## src/rtl/duty_ramp_if.sv

```systemverilog
// Request channel of duty_ramp: a duty magnitude plus motor direction offered
// under a valid/ready handshake.
interface duty_ramp_if #(
    parameter int CTR_LEN = 10
);
    logic [CTR_LEN-1:0] target;
    logic               target_dir;
    logic               target_valid;
    logic               target_ready;

    modport master (
        output target,
        output target_dir,
        output target_valid,
        input  target_ready
    );

    modport slave (
        input  target,
        input  target_dir,
        input  target_valid,
        output target_ready
    );
endinterface

```

## src/rtl/duty_ramp.sv

```systemverilog
// Slew-limited PWM duty ramp with direction reversal through zero duty.
// Define DUTY_RAMP_DEADTIME_EN to hold zero duty for DEAD_PERIODS ticks before a flip.
module duty_ramp #(
    parameter int CTR_LEN      = 10,
    parameter int STEP         = 8,
    parameter int DEAD_PERIODS = 4
) (
    input  logic               clk,
    input  logic               rst,
    duty_ramp_if.slave         bus,
    input  logic               estop,
    output logic [CTR_LEN-1:0] compare,
    output logic               dir,
    output logic               busy,
    output logic               period_tick
);

    typedef enum logic [2:0] {
        ST_IDLE,
        ST_TRACK,
        ST_HOLD,
        ST_REVERSE,
        ST_DEAD
    } state_t;

    localparam logic [CTR_LEN:0]   STEP_EXT = (CTR_LEN+1)'(STEP);
    localparam logic [CTR_LEN-1:0] STEP_N   = CTR_LEN'(STEP);
    localparam logic [CTR_LEN-1:0] CNT_PRE  = {{(CTR_LEN-1){1'b1}}, 1'b0};

    state_t             r_state;
    logic [CTR_LEN-1:0] r_cnt;
    logic               r_tick;
    logic [CTR_LEN-1:0] r_compare;
    logic               r_dir;
    logic [CTR_LEN-1:0] r_tgt;
    logic               r_tdir;

`ifdef DUTY_RAMP_DEADTIME_EN
    localparam int DW = (DEAD_PERIODS > 1) ? $clog2(DEAD_PERIODS) : 1;
    localparam logic [DW-1:0] DEAD_LAST = DW'(DEAD_PERIODS - 1);
    logic [DW-1:0] r_dead_cnt;
`else
    localparam int unused_dead_periods = DEAD_PERIODS;
`endif

    logic               w_accept;
    logic [CTR_LEN-1:0] w_goal;
    logic [CTR_LEN:0]   w_cmp_ext;
    logic [CTR_LEN:0]   w_goal_ext;
    logic [CTR_LEN:0]   w_up;
    logic [CTR_LEN:0]   w_dn_lim;
    logic [CTR_LEN-1:0] w_slew;

    assign bus.target_ready = !estop &&
        (r_state == ST_IDLE || r_state == ST_TRACK || r_state == ST_HOLD);
    assign w_accept    = bus.target_valid && bus.target_ready;
    assign compare     = r_compare;
    assign dir         = r_dir;
    assign period_tick = r_tick;
    assign busy        = (r_state == ST_TRACK) || (r_state == ST_REVERSE) ||
                         (r_state == ST_DEAD);

    // One extra bit keeps compare+STEP and goal+STEP from wrapping.
    always_comb begin
        // NOTE: every always_comb output gets a default first so no path infers a latch.
        w_goal     = (r_state == ST_TRACK) ? r_tgt : '0;
        w_cmp_ext  = {1'b0, r_compare};
        w_goal_ext = {1'b0, w_goal};
        w_up       = w_cmp_ext + STEP_EXT;
        w_dn_lim   = w_goal_ext + STEP_EXT;
        w_slew     = r_compare;
        if (w_cmp_ext < w_goal_ext) begin
            w_slew = (w_up >= w_goal_ext) ? w_goal : w_up[CTR_LEN-1:0];
        end else if (w_cmp_ext > w_goal_ext) begin
            w_slew = (w_cmp_ext >= w_dn_lim) ? (r_compare - STEP_N) : w_goal;
        end
    end

    always_ff @(posedge clk or negedge rst) begin
        if (!rst) begin
            r_state   <= ST_IDLE;
            r_cnt     <= '0;
            r_tick    <= 1'b0;
            r_compare <= '0;
            r_dir     <= 1'b0;
            r_tgt     <= '0;
            r_tdir    <= 1'b0;
`ifdef DUTY_RAMP_DEADTIME_EN
            r_dead_cnt <= '0;
`endif
        end else begin
            r_cnt  <= r_cnt + 1'b1;
            r_tick <= (r_cnt == CNT_PRE);
            if (estop) begin
                r_compare <= '0;
                r_tgt     <= '0;
                r_state   <= ST_IDLE;
`ifdef DUTY_RAMP_DEADTIME_EN
                r_dead_cnt <= '0;
`endif
            end else begin
                if (r_tick) begin
                    case (r_state)
                        ST_TRACK: begin
                            r_compare <= w_slew;
                            if (w_slew == r_tgt) begin
                                r_state <= (r_tgt == '0) ? ST_IDLE : ST_HOLD;
                            end
                        end
                        ST_REVERSE: begin
                            r_compare <= w_slew;
                            if (w_slew == '0) begin
`ifdef DUTY_RAMP_DEADTIME_EN
                                r_state    <= ST_DEAD;
                                r_dead_cnt <= '0;
`else
                                r_dir   <= r_tdir;
                                r_state <= ST_TRACK;
`endif
                            end
                        end
`ifdef DUTY_RAMP_DEADTIME_EN
                        ST_DEAD: begin
                            if (r_dead_cnt == DEAD_LAST) begin
                                r_dead_cnt <= '0;
                                r_dir      <= r_tdir;
                                r_state    <= ST_TRACK;
                            end else begin
                                r_dead_cnt <= r_dead_cnt + 1'b1;
                            end
                        end
`endif
                        default: ;
                    endcase
                end
                // NOTE: non-blocking assignments let this later acceptance override the
                // tick's state choice while the tick still slewed toward the old goal.
                if (w_accept) begin
                    r_tgt  <= bus.target;
                    r_tdir <= bus.target_dir;
                    if (bus.target_dir == r_dir || r_compare == '0) begin
                        r_dir   <= bus.target_dir;
                        r_state <= ST_TRACK;
                    end else begin
                        r_state <= ST_REVERSE;
                    end
                end
            end
        end
    end

endmodule

```

## src/flat_wrapper.sv

```systemverilog
// flat-port wrapper written by rule: the top's interface ports become plain ports
module duty_ramp_flat 
#(
    parameter int CTR_LEN      = 10,
    parameter int STEP         = 8,
    parameter int DEAD_PERIODS = 4
)
  (clk, rst, estop, compare, dir, busy, period_tick, bus_target, bus_target_dir, bus_target_valid, bus_target_ready);
  duty_ramp_if #(.CTR_LEN(CTR_LEN)) bus_i ();
  input  logic clk;
  input  logic rst;
  input  logic estop;
  output logic [CTR_LEN-1:0] compare;
  output logic dir;
  output logic busy;
  output logic period_tick;
  input wire logic [$bits(bus_i.target)-1:0] bus_target;
  input wire logic [$bits(bus_i.target_dir)-1:0] bus_target_dir;
  input wire logic [$bits(bus_i.target_valid)-1:0] bus_target_valid;
  output wire logic [$bits(bus_i.target_ready)-1:0] bus_target_ready;
  assign bus_i.target = bus_target;
  assign bus_i.target_dir = bus_target_dir;
  assign bus_i.target_valid = bus_target_valid;
  assign bus_target_ready = bus_i.target_ready;
  duty_ramp #(.CTR_LEN(CTR_LEN), .STEP(STEP), .DEAD_PERIODS(DEAD_PERIODS)) u_core (.clk(clk), .rst(rst), .bus(bus_i), .estop(estop), .compare(compare), .dir(dir), .busy(busy), .period_tick(period_tick));
endmodule
```

## config.mk

```make
export PLATFORM = sky130hd
export DESIGN_NAME = duty_ramp_flat
export DESIGN_NICKNAME = d
export VERILOG_FILES = /design/src/rtl/duty_ramp_if.sv /design/src/rtl/duty_ramp.sv /design/src/flat_wrapper.sv
export SDC_FILE = /design/constraint.sdc
export NUM_CORES = 1
export LEC_CHECK = 0
export ABC_CLOCK_PERIOD_IN_PS = 9600
export BUFFER_PORTS_ARGS = -buffer_cell sky130_fd_sc_hd__buf_2
export CAP_MARGIN = 20
export CORE_ASPECT_RATIO = 0.7
export CORE_MARGIN = 2
export CORE_UTILIZATION = 42
export DETAILED_ROUTE_END_ITERATION = 16
export GPL_ROUTABILITY_DRIVEN = 1
export GPL_TIMING_DRIVEN = 0
export PLACE_DENSITY_LB_ADDON = 0.05
export SLEW_MARGIN = 25
export SYNTH_ARGS = -nofsm -noshare
export SYNTH_HDL_FRONTEND = slang
export SYNTH_SLANG_ARGS = --single-unit
```

## constraint.sdc

```tcl
create_clock -name clk -period 9.6 [get_ports clk]
set_input_delay 1.92 -clock clk [delete_from_list [all_inputs] [get_ports clk]]
set_output_delay 1.92 -clock clk [all_outputs]
set_load 0.02 [all_outputs]
```

==> metrics.yaml, run 1 <==
cts_buffers: 5
insertion_delay_ns: 0.28
num_rows: 27
design_area_mm2: 0.00375
antenna_found_initial: 0
tightest_slew_ns: 0.855
synth_enable_flop_cells: 0
busiest_layer: "met2"
port_buffers: 27
synth_area_mm2: 0.00334
holdBufCountCts: 0
p_switching_mw: 0.184
p_comb_share_pct: 35.7
drt-total-wl_mm: 10.8
finish.net_count: 496
crit_end: "u_core.dir"
wl_per_cell_um: 19.6
total_leakage_power_nw: 1.75
ir_worst_vdd_uv: 74.5
hold_violations: 0
post-route-min-period_ns: 4.92
synth_area_per_cell_um2: 7.99
pwr-share-clk_pct: 32.2
dieArea_mm2: 0.00869
mostFrequentLayoutCells: "56 x nand2_1, 35 x nor2_1, 35 x dfrtp_1, 34 x buf_2, 29 x ha_1"
coreArea_mm2: 0.00780
cp.arrival_ns: 5.09
fp.dieH_um: 78.6
power_mw: 0.501
drt_iter0_markers: 231
max-slew-margin-rel_pct: 43.0
grt_use_total_pct: 25.9
min_period_over_period_pct: 51.3
max_cap_violations: 0
first_pass_iters: 5
tns_ns: 0
post_cts_resized: 0
place_congestion: 0.980
placed_cell_area_mm2: 0.00361
n_fill_cell: 789
ant_nets: 0
fmax_ghz: 0.203
status: "finished, final reports clean"
use_met2_pct: 37.2
diodes: 0
met1_usage_pct: 36.6
yosysSeqAreaShare_pct: 26.2
grt_pass1_wl_mm: 17.6
first_global_vias: 3231
r2r_slack_ns: 4.68
power_density_mw_per_mm2: 134
dr_total_vias: 3357
syn_nets: 462
ios: 29
required_ns: 9.77
cts_num_sinks: 35
clk_path_buf_depth: 2
crit_buf_inv: 4
slowest_delay_ns: 0.54
final_cells: 553
hold_class: "reg -> reg"
path_depth: 17
syn_inst: 418
placed_cells: 546
die_x_um: 111
cts_setup_buffers: 0
crit_fanout: 10
layout_commonest_cell: "nand2_1"
skew_ns: 0.00339
clockRootBuffer: "clkbuf_16"
cts-htree-levels: 2
cts_tree: "yes"
final_layout_size_suffix_gt1_share_pct: 11.7
ys_seq_elements: 35
startpoint: "u_core.r_state[0]"
intPower_mw: 0.316
slew_viol_final: 0
setup_viol: 0
rr_startpoint: "u_core.r_state[0]"
critPathTopFamily: "compound AO/OA/AOI/OAI gates"
r2r_cells: 17
switching_share_pct: 36.8
area_growth_syn_to_layout_pct: 12.3
critPathSlowestCell: "o21ai_2"
initial_core_util_pct: 42.8
fin_hold_ws_ns: 0.462
hpwl_mm: 8.30
yosys_warnings: 0
crit_type: "reg -> reg"
grt-ovfl-total: 0
reg2reg_to: "u_core.dir"
drc: 0
grt_max_degree: 36
p_seq_share_pct: 32.1
viasPerCell: 6.07
async_reset_ff_share_pct: 100
rsz0062_at_grt: "no"
synthFlopType: "dfrtp_1"
path_cells: "buf_2, nor2b_1, clkbuf_1, clkbuf_1, nand2_1, ha_1, nand2_1, o21ai_0, a211oi_1, o21ai_2, buf_2, mux2i_1, nand4_1, nor4_1, nand3_1, o22a_1, o22a_1"
critPathCaptureType: "flop"
clkTransAtPathRegs_ns: 0.05
grtUsageMet3_pct: 8.96
cp-start-kind: "flop"
synth.distinct_cells: 60
per-layer routing:
layer  part of all wire (%)  vias to the layer above
li1                       -                     1594
met1                     47                     1587
met2                     41                      151
met3                     10                       25
met4                    1.6                        0
met5                      0                        -
Yosys cell counts (11+ instances only):
master    number  area share, %
a21oi_1       17            2.5
clkbuf_1      17            1.9
dfrtp_1       35             26
ha_1          29             11
inv_1         17            1.9
nand2_1       56            6.3
nand3_1       24            3.6
nand3b_1      11            2.5
nor2_1        35            3.9
nor3_1        11            1.6
o21ai_0       12            1.8
xnor2_1       17            4.5
xor2_1        11            2.9
power groups by stage:
stage / sequential (mW) / clock (mW) / combinational (mW)
6_report: 0.161 / 0.161 / 0.179
5_1_grt: 0.162 / 0.170 / 0.193
4_1_cts: 0.160 / 0.164 / 0.173
3_5_place_dp: 0.163 / 0 / 0.172
3_3_place_gp: 0.163 / 0 / 0.174
2_1_floorplan: 0.162 / 0 / 0.120
logic make-up after synthesis:
kind of cell | after synthesis | synth area share, %
AOI/OAI and AO/OA | 98 | 21.8
DFF | 35 | 26.2
and+or+nand+nor | 178 | 26.2
xor gates and xnor gates | 28 | 7.34
adders and majority gates | 29 | 10.9
buffers and inverters | 42 | 5.21
muxes | 8 | 2.43
how the worst min path moves through the flow:
| stage | startpoint | end | slack [ns] | cells after the start |
|---|---|---|---|---|
| final | u_core.r_cnt[7] | u_core.r_cnt[7] | 0.46 | 1 |
| after global routing | u_core.r_cnt[7] | u_core.r_cnt[7] | 0.48 | 1 |
| after CTS | u_core.r_cnt[7] | u_core.r_cnt[7] | 0.46 | 1 |
| after detailed placement | u_core.r_cnt[7] | u_core.r_cnt[7] | 0.45 | 1 |
| after global placement | u_core.r_cnt[7] | u_core.r_cnt[7] | 0.45 | 1 |
| after floorplan | u_core.r_cnt[7] | u_core.r_cnt[7] | 0.43 | 1 |
per-stage QoR:
stage               utilization (%)  worst slack (ns)
detailed placement             46.2              4.71
CTS                            48.1              4.71
global route                   48.1              4.27
finish                         48.1              4.68
floorplan                         -              5.18
global placement               46.2              4.60
flip-flops by register name, indices dropped and copies added (netlist names):
register	count
u_core.dir	1
u_core.r_tgt	10
u_core.r_state	2
u_core.period_tick	1
u_core.r_cnt	10
u_core.compare	10
u_core.r_tdir	1
worst register-to-register path, stage by stage (launching register included):
cell,delay [ns]
dfrtp_1,0.31
buf_2,0.18
nor2b_1,0.14
clkbuf_1,0.28
clkbuf_1,0.46
nand2_1,0.14
ha_1,0.39
nand2_1,0.07
o21ai_0,0.32
a211oi_1,0.19
o21ai_2,0.54
buf_2,0.35
mux2i_1,0.22
nand4_1,0.31
nor4_1,0.37
nand3_1,0.16
o22a_1,0.20
o22a_1,0.19
area by class of cell:
cell class | instances | area, um^2 | area share, %
Inverter | 17 | 63.8 | 1.70
Sequential cell | 35 | 876 | 23.3
Clock inverter | 1 | 5.00 | 0.133
Timing Repair Buffer | 27 | 135 | 3.60
Clock buffer | 6 | 139 | 3.70
Tap cell | 101 | 126 | 3.37
Multi-Input combinational cell | 341 | 2300 | 61.2
Buffer | 25 | 110 | 2.94
(Power assumes the default switching activity.)
==> inputs of run 2 (changes only) <==
ABC_CLOCK_PERIOD_IN_PS = 4000   (was 9600)
clock period = 4 ns   (was 9.6 ns; I/O delays follow)
==> run 2 against run 1 <==
  * Worst hold slack about the same
  * Largest cell class unchanged
  * Critical path depth down 1
  * First-iteration DRC count up 27%
  * Fmax up 25%
  * Register-to-register slack worse by 4.6 ns
  * Routed wire length up 9.2%
  * Sequential share of layout area down 3.3 points
  * Flip-flop and latch count unchanged
  * Combinational power rose to 3.3 times the previous value
  * Global-route usage up 0.70 points
==> metrics.yaml, run 2 (synthesis results as in run 1) <==
status: "finished, final reports clean"
drt_iter0_markers: 294
clockRootBuffer: "clkbuf_16"
dieArea_mm2: 0.00869
required_ns: 4.22
setup_viol: 0
area_growth_syn_to_layout_pct: 31.5
path_cells: "nor2b_4, buf_8, and2_4, ha_4, xor2_1, ha_1, nand4b_1, o31ai_4, a21o_1, nor2_4, a311o_1, a32o_2, a311oi_2, nand4_1, o31ai_2, a22o_1"
slowest_delay_ns: 0.40
ant_nets: 0
tns_ns: 0
die_x_um: 111
first_global_vias: 3318
pre_cts_ws_ns: -0.888
rsz0062_at_grt: "yes"
cts-htree-levels: 2
drt-total-wl_mm: 11.8
total_leakage_power_nw: 2.07
skew_ns: 0.00141
fin_ws_ns: 0.0658
diodes: 0
viasPerCell: 6.09
holdBufCountCts: 0
clk_path_buf_depth: 2
ir_worst_vdd_uv: 179
crit_fanout: 6
power_density_mw_per_mm2: 311
crit_type: "reg -> reg"
cp-start-kind: "flop"
coreArea_mm2: 0.00780
mostFrequentLayoutCells: "50 x nand2_1, 36 x buf_4, 35 x nor2_1, 31 x buf_2, 31 x dfrtp_1"
cp.arrival_ns: 4.15
drc: 0
hold_class: "reg -> reg"
final_util_pct: 56.3
place_congestion: 0.980
crit_buf_inv: 1
cts_num_sinks: 35
first_pass_iters: 5
hpwl_mm: 8.30
wl_per_cell_um: 20.2
critPathCaptureType: "flop"
insertion_delay_ns: 0.28
fmax_ghz: 0.254
layout_commonest_cell: "nand2_1"
finish.net_count: 530
dr_total_vias: 3577
grt_max_degree: 36
final_layout_size_suffix_gt1_share_pct: 29.0
ios: 29
grt_use_total_pct: 26.6
initial_core_util_pct: 42.8
multi_input_area_mm2: 0.00263
cts_buffers: 5
antenna_found_initial: 0
num_rows: 27
clkTransAtPathRegs_ns: 0.05
critPathTopFamily: "compound AO/OA/AOI/OAI gates"
grt-ovfl-total: 0
critPathSlowestCell: "dfrtp_2"
post-route-min-period_ns: 3.93
tightest_slew_ns: 0.821
fp.dieH_um: 78.6
cts_tree: "yes"
register_area_um2: 881
max_cap_violations: 0
grt_pass1_wl_mm: 18.1
port_buffers: 27
fin_hold_ws_ns: 0.462
slew_viol_final: 0
hold_violations: 0
min_period_over_period_pct: 98.4
n_fill_cell: 725
max-slew-margin-rel_pct: 45.3
[run 2: changes by cell type in the layout (fill, tap and decap cells not counted), moves of 5 or more]
| cell | previous run | this run |
|---|---|---|
| ha_4 | 0 | 5 |
| clkbuf_1 | 17 | 9 |
| ha_1 | 29 | 24 |
| nand2_1 | 56 | 50 |
| buf_4 | 0 | 36 |
[run 2: final cells by class]
class,count,area share [%]
buffer,24,3.47
clock buffer,6,3.16
inverter,17,1.51
clock inverter,1,0.114
timing repair buffer,62,9.05
tap,101,2.88
multi-input combinational,341,59.8
sequential,35,20.0
[run 2: worst reg2reg max path, delay by kind of cell (launching register included)]
kind                     cells  cell delay, ns
AO/OA/AOI/OAI                7            1.87
AND/OR/NAND/NOR              5            0.84
adder cells (fa/ha/maj)      2            0.46
flip-flops                   1            0.40
buffers and inverters        1            0.13
XOR/XNOR                     1            0.16
[run 2: final timing paths]
kind                       slack (ns)  cells past startpoint                 to               from
min in group asynchronous        0.61                      1  u_core.compare[8]                rst
min                              0.46                      1    u_core.r_cnt[7]    u_core.r_cnt[7]
max in group asynchronous        2.82                      1  u_core.r_state[1]                rst
max reg2reg                      0.07                     16  u_core.r_state[1]  u_core.r_state[0]
max                              0.07                     16  u_core.r_state[1]  u_core.r_state[0]
min reg2reg                      0.46                      1    u_core.r_cnt[7]    u_core.r_cnt[7]
[run 2: what timing repair did]
action                                  4_1_cts  5_1_grt
buffers inserted                             12       22
resized for setup                            46       43
endpoints found under the setup margin       13        3
cloned                                        0        1
pin swaps                                     9       22
[run 2: per-layer routing]
metal | vias to the layer above | track usage [%] | wire length [um]
met3 | 27 | 7.88 | 1180
met5 | - | 0 | 0
met1 | 1711 | 37.5 | 5380
met2 | 170 | 39.5 | 5110
met4 | 0 | 7.63 | 161
li1 | 1669 | - | -
[run 2: per-stage QoR]
stage,power [mW],instance area [um^2],cells
final,1.36,4390,587
after floorplan,0.676,3340,418
after global routing,1.42,4390,587
after global placement,0.808,3600,546
after CTS,1.26,4030,564
after detailed placement,0.805,3610,546
[run 2: power breakdown]
part	switching, mW	internal [mW]
combinational	0.343	0.247
clock	0.145	0.243
sequential	0.0182	0.369
total	0.506	0.858
==> inputs of run 3 (changes only) <==
CELL_PAD_IN_SITES_DETAIL_PLACEMENT = 0   (was default)
CELL_PAD_IN_SITES_GLOBAL_PLACEMENT = 1   (was default)
CORE_UTILIZATION = 41   (was 42)
==> run 3 against run 2 <==
  * Core utilization fell by 1.2 points
  * Worst hold slack better by 0.0075 ns
  * Flip-flop and latch count stayed put
  * Final area is 1.2% lower
  * Critical endpoint unchanged
  * Die area is 2.3% higher
  * Sequential share of layout area is 0.28 points higher
  * Routed wire length about the same
  * Sequential power hardly changed
  * Setup slack got worse by 0.059 ns
==> metrics.yaml, run 3 (synthesis results as in run 1) <==
status: "finished, final reports clean"
crit_buf_inv: 2
p_switching_mw: 0.503
drt-total-wl_mm: 11.8
clk_path_buf_depth: 2
finish.net_count: 521
layout_commonest_cell: "nand2_1"
total_leakage_power_nw: 2.02
crit_fanout: 5
power_mw: 1.41
critPathCaptureType: "flop"
switching_share_pct: 35.7
crit_type: "reg -> reg"
viasPerCell: 6.01
num_rows: 27
r2r_cells: 18
design_area_mm2: 0.00434
max_cap_violations: 0
grt_max_degree: 36
ios: 29
ir_worst_vdd_uv: 229
placed_cell_area_mm2: 0.00361
met1_usage_pct: 40.3
busiest_layer: "met1"
coreArea_mm2: 0.00787
use_met2_pct: 38.2
antenna_found_initial: 0
pwr-share-clk_pct: 32.6
multi_input_area_mm2: 0.00260
grtUsageMet3_pct: 6.00
dr_total_vias: 3481
clkTransAtPathRegs_ns: 0.05
cpMostUsedCell: "a22o_1"
placed_cells: 546
dieArea_mm2: 0.00890
hpwl_mm: 8.78
drt_iter0_markers: 298
cp-start-kind: "flop"
diodes: 0
n_fill_cell: 741
grt_use_total_pct: 26.3
setup_viol: 0
min_period_over_period_pct: 99.8
hold_path_depth: 1
critPathSlowestCell: "dfrtp_2"
cts_buffers: 5
final_cells: 579
holdBufCountCts: 0
intPower_mw: 0.908
initial_core_util_pct: 42.4
p_comb_share_pct: 39.9
hold_violations: 0
first_global_vias: 3150
die_x_um: 112
fp.dieH_um: 79.5
path_cells: "nor2b_4, buf_8, and2_4, ha_4, and3_4, xor2_1, ha_1, nand3_2, o31ai_4, a21o_1, nor2_4, buf_12, a22o_1, a221oi_2, nor4_2, a31oi_1, nor2_1, a22o_1"
tns_ns: 0
hold_class: "reg -> reg"
insertion_delay_ns: 0.28
register_area_um2: 882
cp.arrival_ns: 4.16
grt-ovfl-total: 0
ant_nets: 0
clockRootBuffer: "clkbuf_16"
fin_ws_ns: 0.00632
area_growth_syn_to_layout_pct: 29.9
drc: 0
max-slew-margin-rel_pct: 42.9
post-route-min-period_ns: 3.99
path_depth: 18
pre_cts_ws_ns: -0.865
fmax_ghz: 0.250
slowest_delay_ns: 0.40
cts_num_sinks: 35
grt_pass1_wl_mm: 18.0
port_buffers: 27
skew_ns: 0.00464
critPathTopFamily: "compound AO/OA/AOI/OAI gates"
mostFrequentLayoutCells: "51 x nand2_1, 34 x nor2_1, 32 x buf_2, 30 x dfrtp_1, 26 x ha_1"
first_pass_iters: 5
power_density_mw_per_mm2: 325
tightest_slew_ns: 0.857
final_layout_size_suffix_gt1_share_pct: 27.8
cts-htree-levels: 2
slew_viol_final: 0
p_seq_share_pct: 27.6
required_ns: 4.17
wl_per_cell_um: 20.4
rsz0062_at_grt: "yes"
place_congestion: 0.973
cts_tree: "yes"
-- run 3: worst paths after layout --
check / from / slack [ns] / endpoint
setup / recovery: u_core.r_state[0] / 0.006 / u_core.r_state[1]
hold / removal: u_core.r_cnt[4] / 0.47 / u_core.r_cnt[4]
setup reg to reg: u_core.r_state[0] / 0.006 / u_core.r_state[1]
hold reg to reg: u_core.r_cnt[4] / 0.47 / u_core.r_cnt[4]
max in group asynchronous: rst / 2.77 / u_core.r_state[0]
min in group asynchronous: rst / 0.62 / u_core.compare[8]
-- run 3: metrics by stage --
| stage | hold slack, ns | util, % |
|---|---|---|
| detailed placement | 0.453 | 45.8 |
| global route | 0.489 | 55.1 |
| floorplan | 0.434 | - |
| global placement | 0.450 | 45.8 |
| CTS | 0.469 | 51.2 |
| finish | 0.470 | 55.1 |
-- run 3: power groups by stage --
stage | logic [mW] | registers [mW] | clock network [mW]
2_1_floorplan | 0.287 | 0.389 | 0
3_3_place_gp | 0.417 | 0.393 | 0
3_5_place_dp | 0.413 | 0.394 | 0
4_1_cts | 0.476 | 0.388 | 0.468
5_1_grt | 0.594 | 0.391 | 0.485
6_report | 0.563 | 0.389 | 0.460
-- run 3: final cells by class --
| cell class | count | area share, % |
|---|---|---|
| Multi-Input combinational cell | 342 | 60.0 |
| Sequential cell | 35 | 20.3 |
| Timing Repair Buffer | 52 | 7.81 |
| Buffer | 24 | 3.43 |
| Clock buffer | 6 | 3.20 |
| Tap cell | 101 | 2.91 |
| Inverter | 17 | 1.53 |
| Clock inverter | 2 | 0.807 |
-- run 3: worst register-to-register path, stage by stage (launching register included) --
cell and delay [ns]:
dfrtp_2 0.40, nor2b_4 0.14, buf_8 0.13, and2_4 0.17, ha_4 0.16, and3_4 0.18, xor2_1 0.17, ha_1 0.31
nand3_2 0.10, o31ai_4 0.34, a21o_1 0.28, nor2_4 0.09, buf_12 0.13, a22o_1 0.21, a221oi_2 0.40, nor4_2 0.12
a31oi_1 0.27, nor2_1 0.08, a22o_1 0.20
-- run 3: what timing repair did --
action / in CTS / in global routing
pin swaps: 11 / 21
cloned: 0 / 2
endpoints found under the hold margin: 0 / 0
endpoints found under the setup margin: 13 / 3
resized for setup: 46 / 42
buffers inserted: 5 / 19
-- run 3: routing by layer --
metal	vias up	wire length, um
li1	1653	-
met1	1671	5840
met2	145	4920
met3	12	980
met4	0	104
met5	-	0
